`config.mk`:
```
export PLATFORM = sky130hd
export DESIGN_NAME = mem_arbiter
export DESIGN_NICKNAME = d
export VERILOG_FILES = /design/src/rtl/mem_arbiter_pkg.sv /design/src/rtl/mem_arbiter_rr2.sv /design/src/rtl/mem_arbiter.sv
export SDC_FILE = /design/constraint.sdc
export NUM_CORES = 1
export LEC_CHECK = 0
export ABC_CLOCK_PERIOD_IN_PS = 1700
export BUFFER_PORTS_ARGS = -buffer_cell sky130_fd_sc_hd__buf_2
export CAP_MARGIN = 20
export CORE_AREA = 5 5 336 338
export DETAILED_ROUTE_END_ITERATION = 12
export DIE_AREA = 0 0 341 343
export GPL_TIMING_DRIVEN = 0
export PLACE_DENSITY_LB_ADDON = 0.2
export SYNTH_ARGS = -nofsm -noshare
export SYNTH_HDL_FRONTEND = slang
export SYNTH_SLANG_ARGS = --single-unit
```
`constraint.sdc`:
```
create_clock -name clk -period 1.7 [get_ports clk]
set_input_delay 0.255 -clock clk [delete_from_list [all_inputs] [get_ports clk]]
set_output_delay 0.255 -clock clk [all_outputs]
set_load 0.02 [all_outputs]
```
`src/rtl/mem_arbiter_pkg.sv`:
```
// Shared definitions for the I/D block-memory arbiter.
// The width defaults are the same ones the caches use.
package mem_arbiter_pkg;

  localparam int ARB_ADDR_W = 28;
  localparam int ARB_DATA_W = 128;

  typedef enum logic {
    ARB_IDLE = 1'b0,
    ARB_BUSY = 1'b1
  } arb_state_t;

endpackage

```
`src/rtl/mem_arbiter_rr2.sv`:
```
// Two-requester pick between the I and D clients. This block is purely combinational.
// pick_d = 1 means the D client wins.
module mem_arbiter_rr2 #(
  parameter int FIXED_PRIO = 0
) (
  input  logic req_i,
  input  logic req_d,
  input  logic last_d,
  output logic pick_d
);

  // On a tie, round-robin hands the grant to whichever client was not served last.
  always_comb begin
    pick_d = 1'b0;
    if (req_d && !req_i) begin
      pick_d = 1'b1;
    end else if (req_d && req_i) begin
      pick_d = (FIXED_PRIO != 0) ? 1'b1 : ~last_d;
    end
  end

endmodule

```
`src/rtl/mem_arbiter.sv`:
```
// Arbitrates one slow block memory between the I-cache and the D-cache.
// It serves one registered transaction at a time.
module mem_arbiter
  import mem_arbiter_pkg::*;
#(
  parameter int ADDR_W     = ARB_ADDR_W,
  parameter int DATA_W     = ARB_DATA_W,
  parameter int FIXED_PRIO = 0
) (
  input  logic              clk,
  input  logic              proc_reset,
  input  logic              i_mem_read,
  input  logic              i_mem_write,
  input  logic [ADDR_W-1:0] i_mem_addr,
  input  logic [DATA_W-1:0] i_mem_wdata,
  output logic [DATA_W-1:0] i_mem_rdata,
  output logic              i_mem_ready,
  input  logic              d_mem_read,
  input  logic              d_mem_write,
  input  logic [ADDR_W-1:0] d_mem_addr,
  input  logic [DATA_W-1:0] d_mem_wdata,
  output logic [DATA_W-1:0] d_mem_rdata,
  output logic              d_mem_ready,
  output logic              mem_read,
  output logic              mem_write,
  output logic [ADDR_W-1:0] mem_addr,
  output logic [DATA_W-1:0] mem_wdata,
  input  logic [DATA_W-1:0] mem_rdata,
  input  logic              mem_ready
);

  arb_state_t        state, state_nxt;
  logic              gnt_d, op_wr, last_d;
  logic [ADDR_W-1:0] addr_q;
  logic [DATA_W-1:0] wdata_q;
  logic              req_i, req_d, pick_d, grant;

  assign req_i = i_mem_read | i_mem_write;
  assign req_d = d_mem_read | d_mem_write;
  assign grant = (state == ARB_IDLE) && (req_i || req_d);

  mem_arbiter_rr2 #(.FIXED_PRIO(FIXED_PRIO)) u_pick (
    .req_i  (req_i),
    .req_d  (req_d),
    .last_d (last_d),
    .pick_d (pick_d)
  );

  always_ff @(posedge clk) begin
    if (proc_reset) state <= ARB_IDLE;
    else            state <= state_nxt;
  end

  // After a completion the arbiter always passes through IDLE, so the client can change its request first.
  always_comb begin
    state_nxt = state;
    case (state)
      ARB_IDLE: if (req_i || req_d) state_nxt = ARB_BUSY;
      ARB_BUSY: if (mem_ready)      state_nxt = ARB_IDLE;
      default:                      state_nxt = ARB_IDLE;
    endcase
  end

  // The winner's request is captured at grant, so its later changes do not reach the memory.
  always_ff @(posedge clk) begin
    if (proc_reset) begin
      gnt_d   <= 1'b0;
      op_wr   <= 1'b0;
      addr_q  <= '0;
      wdata_q <= '0;
      last_d  <= 1'b1;
    end else if (grant) begin
      gnt_d   <= pick_d;
      op_wr   <= pick_d ? d_mem_write : i_mem_write;
      addr_q  <= pick_d ? d_mem_addr  : i_mem_addr;
      wdata_q <= pick_d ? d_mem_wdata : i_mem_wdata;
    end else if (state == ARB_BUSY && mem_ready) begin
      last_d  <= gnt_d;
    end
  end

  always_comb begin
    mem_read    = 1'b0;
    mem_write   = 1'b0;
    mem_addr    = addr_q;
    mem_wdata   = wdata_q;
    i_mem_ready = 1'b0;
    d_mem_ready = 1'b0;
    if (state == ARB_BUSY) begin
      mem_read    = ~op_wr;
      mem_write   = op_wr;
      i_mem_ready = mem_ready & ~gnt_d;
      d_mem_ready = mem_ready & gnt_d;
    end
  end

  // Read data is broadcast to both ports. Only the ready pulse tells a client that the data is its own.
  assign i_mem_rdata = mem_rdata;
  assign d_mem_rdata = mem_rdata;

endmodule

```
==> flow_summary.toml, run 1 <==
[status]
status = "completed"

[cts]
cts_buffers = 17
cts.sinks = 160
root_buffer = "clkbuf_16"
clk_latency_ps = 520
ctsLongestPathBuffers = 2
cts.htree.levels = 4
clk_pin_slew_ps = 80
cts_tree = "built"

[layout]
n_fill_cell = 12500
drive_gt1_frac = 0.510
area_growth_pct = 94.7
finalInstanceArea_sq_um = 19000
nets = 2687
finalNonFillerCells = 3686

[setup_path]
crit_required_ps = 1440
cp-end-kind = "primary output"
worst_setup_path_start_kind = "flop"
regToRegEndpoint = "mem_wdata[68]"
r2r_setup_slack_ps = 80
crit_arrival_ps = 1430
rr_worst_depth = 5
rr_startpoint = "last_d"
crit_type = "flop to primary output"
path_max_fanout = 4

[route]
vias = 13100
drtPass1Iterations = 5
wire_per_inst_microns = 19.5
final_antenna_net_count = 0
drt-total-wl_microns = 71700
drt_iter0_drc = 474
vias_per_cell = 3.57
drc_errors = 0

[synth]
avgSynthCellArea_sq_um = 8.09
synth-main-ff-cell = "dfxtp_1"
yosysUniqueCellTypes = 28
yosys_register_bits = 160
async_flop_share = 0
syn_area_sq_um = 9750
ys_seq_area_frac = 0.328
syn_inst = 1205
ys_warn_count = 0
syn_nets = 1652
synth_edf_count = 0

[timing]
fin_skew_ps = 15.9
final.setup.worst_slack_ps = 12.1
tightest_slew_ps = 779
slew_viol_final = 0
max_freq_ghz = 0.592
hold_viol = 0
timing.hold.ws_ps = 57.3
min_period_ps = 1690
setup_viol = 0
fin_crit_sh = 0.993
max-slew-margin-rel = 0.481
grt_setup_unrepaired = "true"

[placement]
dp_hpwl_microns = 58200
placed_cell_area_sq_um = 15200
place_ws_ps = -805
dp_cells = 3365
numPortBuffers = 733
gp_congestion = 0.768

[grt]
antenna_found_initial = 15
grt_max_degree = 19
grt_pass1_vias = 14000
grt_pass1_wl_microns = 98000
grt_usage = 0.115
grt_overflow = 0

[floorplanning]
die_w_microns = 341
core_area_sq_um = 110000
die_h_microns = 343
rows = 122
die_area_sq_um = 117000
ios = 863
initial_core_util = 0.0889

[power_and_ir_drop]
p_leak_nw = 8.54
p_total_mw = 13.8
power_density_nw_per_um2 = 728
peakVddDrop_uv = 728

[hold_path]
min_to = "mem_wdata[121]"
hp-start = "d_mem_wdata[121]"
hp-class = "input port to flop"
hold_path_depth = 3

[run]
maxCapViolCount = 0
[power breakdown]
group / leakage [nW] / switching (mW) / internal, mW
sequential: 1.33 / 0.210 / 4.13
clock: 0.300 / 2.26 / 2.12
combinational: 6.90 / 2.90 / 2.20
[flip-flops by register name, indices dropped and copies added, names as in the netlist]
signal and cells:
op_wr 1, last_d 1, gnt_d 1, mem_wdata 128, mem_addr 28, state 1
[kinds of logic (layout without fill, tap and decap cells)]
group | count (synthesis) | in the layout | synth area share
DFF | 160 | 160 | 0.328
AOI/OAI and AO/OA | 478 | 478 | 0.308
and+or+nand+nor | 171 | 171 | 0.0881
other | 0 | 7 | 0
buffers and inverters | 396 | 1444 | 0.276
[worst max path at each step]
stage | start | endpoint | slack, ps
3_5_place_dp | i_mem_read | mem_wdata[96] | -810
2_1_floorplan | state | mem_read | 220
6_report | state | d_mem_ready | 10
3_3_place_gp | proc_reset | mem_wdata[96] | -1150
4_1_cts | state | mem_read | -190
5_1_grt | state | d_mem_ready | -70
[critical path, stage by stage (launching register included)]
cell and delay, ps:
dfxtp_4 400, buf_12 120, buf_8 100, and3_4 190, buf_6 120
[placed cells by master, fill, tap and decap left out, types with 2 or more instances in the layout]
master           n
a21oi_1        157
a311oi_1       156
buf_12           4
buf_2          759
buf_4          271
buf_6           30
buf_8            3
clkbuf_1        30
clkbuf_16       17
clkbuf_2        17
clkbuf_4        15
clkbuf_8         4
clkinv_4         4
clkinv_8         4
dfxtp_1        158
diode_2          7
dlygate4sd3_1  277
inv_6            2
inv_8            5
nand3_1        157
nor2_1           3
nor2_4           3
o21ai_0        156
o21ai_1          2
[synthesized netlist by cell type (6+ instances only)]
library cell / instances / area, sq um
buf_4: 257 / 1930
clkbuf_2: 14 / 70.1
buf_6: 22 / 248
a21oi_1: 157 / 786
buf_2: 46 / 230
a311oi_1: 156 / 1370
o21ai_0: 158 / 791
nand3_1: 157 / 786
nor2_1: 6 / 22.5
dfxtp_1: 160 / 3200
clkbuf_1: 55 / 206
[through the flow]
| stage | setup TNS (ps) | util |
|---|---|---|
| finish | 0 | 0.173 |
| global route | -117 | 0.173 |
| CTS | -482 | 0.173 |
| detailed placement | -94440 | 0.139 |
| global placement | -129320 | 0.139 |
| floorplan | 0 | - |
[final cells by class]
cell class                 count  area [sq um]  area share
timing repair buffer        1021          6590       0.347
multi-input combinational    649          3900       0.205
sequential                   160          3210       0.169
buffer                       390          2850       0.150
tap                         1426          1780      0.0940
clock buffer                  17           425      0.0224
clock inverter                15           188     0.00989
antenna                        7          17.5    0.000923
inverter                       1          16.3    0.000857
[layer usage]
metal / vias up / GRT usage / share of wire
met1: 6172 / 0.131 / 0.40
met4: 6 / 0.0327 / 0.021
li1: 6315 / - / -
met3: 66 / 0.0352 / 0.069
met5: - / 0 / 0.00057
met2: 589 / 0.208 / 0.51
[repair_timing]
action,4_1_cts,5_1_grt
setup buffers,7,2
gates resized for setup,91,31
hold buffers,278,0
pin swaps,2,3
endpoints found under the hold margin,157,0
endpoints found under the setup margin,161,133
Power figures use the tool's default switching activity.
==> run 2: changes to the inputs <==
- ABC_CLOCK_PERIOD_IN_PS: 1700 -> 1900
- SKIP_LAST_GASP: not set -> 1
- clock period: 1.7 -> 1.9 ns (I/O delays scaled with it)
==> flow_summary.toml, run 2 (synthesis gave the netlist of run 1 again) <==
[layout]
finalNonFillerCells = 3526
finalInstanceArea_sq_um = 17200
nets = 2523
mostFrequentLayoutCell = "buf_2"
largest_reg_flops = 128
layout_common_cells = "770 x buf_2, 263 x buf_4, 159 x dfxtp_1"
n_fill_cell = 12700
drive_gt1_frac = 0.541
area_growth_pct = 76.2

[cts]
root_buffer = "clkbuf_16"
ctsLongestPathBuffers = 2
clk_pin_slew_ps = 80
clk_latency_ps = 520
cts.htree.levels = 4
cts_buffers = 17
cts_tree = "built"
cts.sinks = 160

[timing]
fin_skew_ps = 17.7
setup_viol = 0
fin_setup_tns_ps = 0
hold_viol = 0
fin_crit_sh = 0.959
slew_viol_final = 0
max-slew-margin-rel = 0.514
timing.hold.ws_ps = 62.0
min_period_ps = 1820
grt_setup_unrepaired = "true"
tightest_slew_ps = 730
max_freq_ghz = 0.549

[setup_path]
rr_startpoint = "last_d"
crit_arrival_ps = 1540
crit_start = "state"
crit_required_ps = 1620
cpMaxStageDelayCell = "dfxtp_2"
worstPathCellList = "buf_6, clkinv_8, buf_12, buf_12, nor2_4, buf_6"
max_stage_delay_ps = 330
path_max_fanout = 4
worst_setup_path_start_kind = "flop"
cp-end-kind = "primary output"
crit_type = "flop to primary output"

[floorplanning]
die_area_sq_um = 117000
die_w_microns = 341
die_h_microns = 343
initial_core_util = 0.0889
ios = 863
core_area_sq_um = 110000
rows = 122

[hold_path]
hp-class = "input port to flop"
hp-start = "d_mem_wdata[3]"

[placement]
numPortBuffers = 733
dp_cells = 3365
placed_cell_area_sq_um = 15200
dp_hpwl_microns = 58200
gp_congestion = 0.768

[power_and_ir_drop]
power_density_nw_per_um2 = 699
peakVddDrop_uv = 645
p_total_mw = 12.0
p_leak_nw = 7.76

[route]
wire_per_inst_microns = 20.1
drtPass1Iterations = 5
drt_iter0_drc = 506
drt-total-wl_microns = 70700
vias = 12500
final_antenna_net_count = 0
drc_errors = 0
vias_per_cell = 3.56

[run]
maxCapViolCount = 0

[grt]
antenna_found_initial = 18
grt_overflow = 0
grt_usage = 0.113
grt_max_degree = 19
grt_pass1_vias = 13100
grt_pass1_wl_microns = 95600

[status]
status = "completed"
-- run 2: cell types whose count changed in the layout (fill, tap and decap cells not counted), sizes merged --
cell,before,now
buf,1067,1065
clkbuf,83,84
clkdlybuf4s15,0,1
diode,7,11
dlygate4sd3,277,114
dlymetal6s4s,1,0
-- run 2: layout make-up --
class                      instances  area, sq um  share of cell area
sequential                       160         3200               0.186
clock buffer                      17          425              0.0247
tap                             1426         1780               0.104
timing repair buffer             853         4880               0.284
clock inverter                    15          188              0.0109
multi-input combinational        649         3880               0.226
buffer                           394         2790               0.162
antenna                           11         27.5             0.00160
inverter                           1         16.3            0.000946
-- run 2: stage by stage --
step / utilization / setup WS (ps)
after detailed placement: 0.139 / -635
after floorplan: - / 393
after global routing: 0.156 / -47.0
after global placement: 0.139 / -982
after CTS: 0.155 / -168
final: 0.157 / 78.8
-- run 2: worst paths after layout --
check	cells past startpoint	end	slack (ps)
worst max-delay path	6	mem_read	80
worst min-delay path	3	mem_wdata[3]	60
worst max register to register	5	mem_addr[18]	110
worst min register to register	2	gnt_d	490
-- run 2: what timing repair did --
item | CTS | global route
resized for setup | 31 | 28
endpoints found under the setup margin | 141 | 83
hold buffers | 114 | 0
pin swaps | 0 | 1
setup buffers | 0 | 5
hold endpoints to repair | 83 | 0
-- run 2: critical path, delay by kind of cell, from the launching register on --
family | cells | cell delay, ps
flip-flops | 1 | 330
buffers and inverters | 5 | 580
AND/OR/NAND/NOR | 1 | 110
-- run 2: power breakdown --
part	switching (mW)	internal [mW]	total [mW]
clock	2.03	1.90	3.92
sequential	0.184	3.70	3.88
combinational	2.52	1.70	4.21
-- run 2: layer usage --
layer  track usage  vias up  share of wire
li1              -     5991              -
met1         0.127     5859           0.39
met2         0.202      613           0.51
met3        0.0396       63          0.082
met4        0.0345       10          0.020
met5             0        -         0.0011
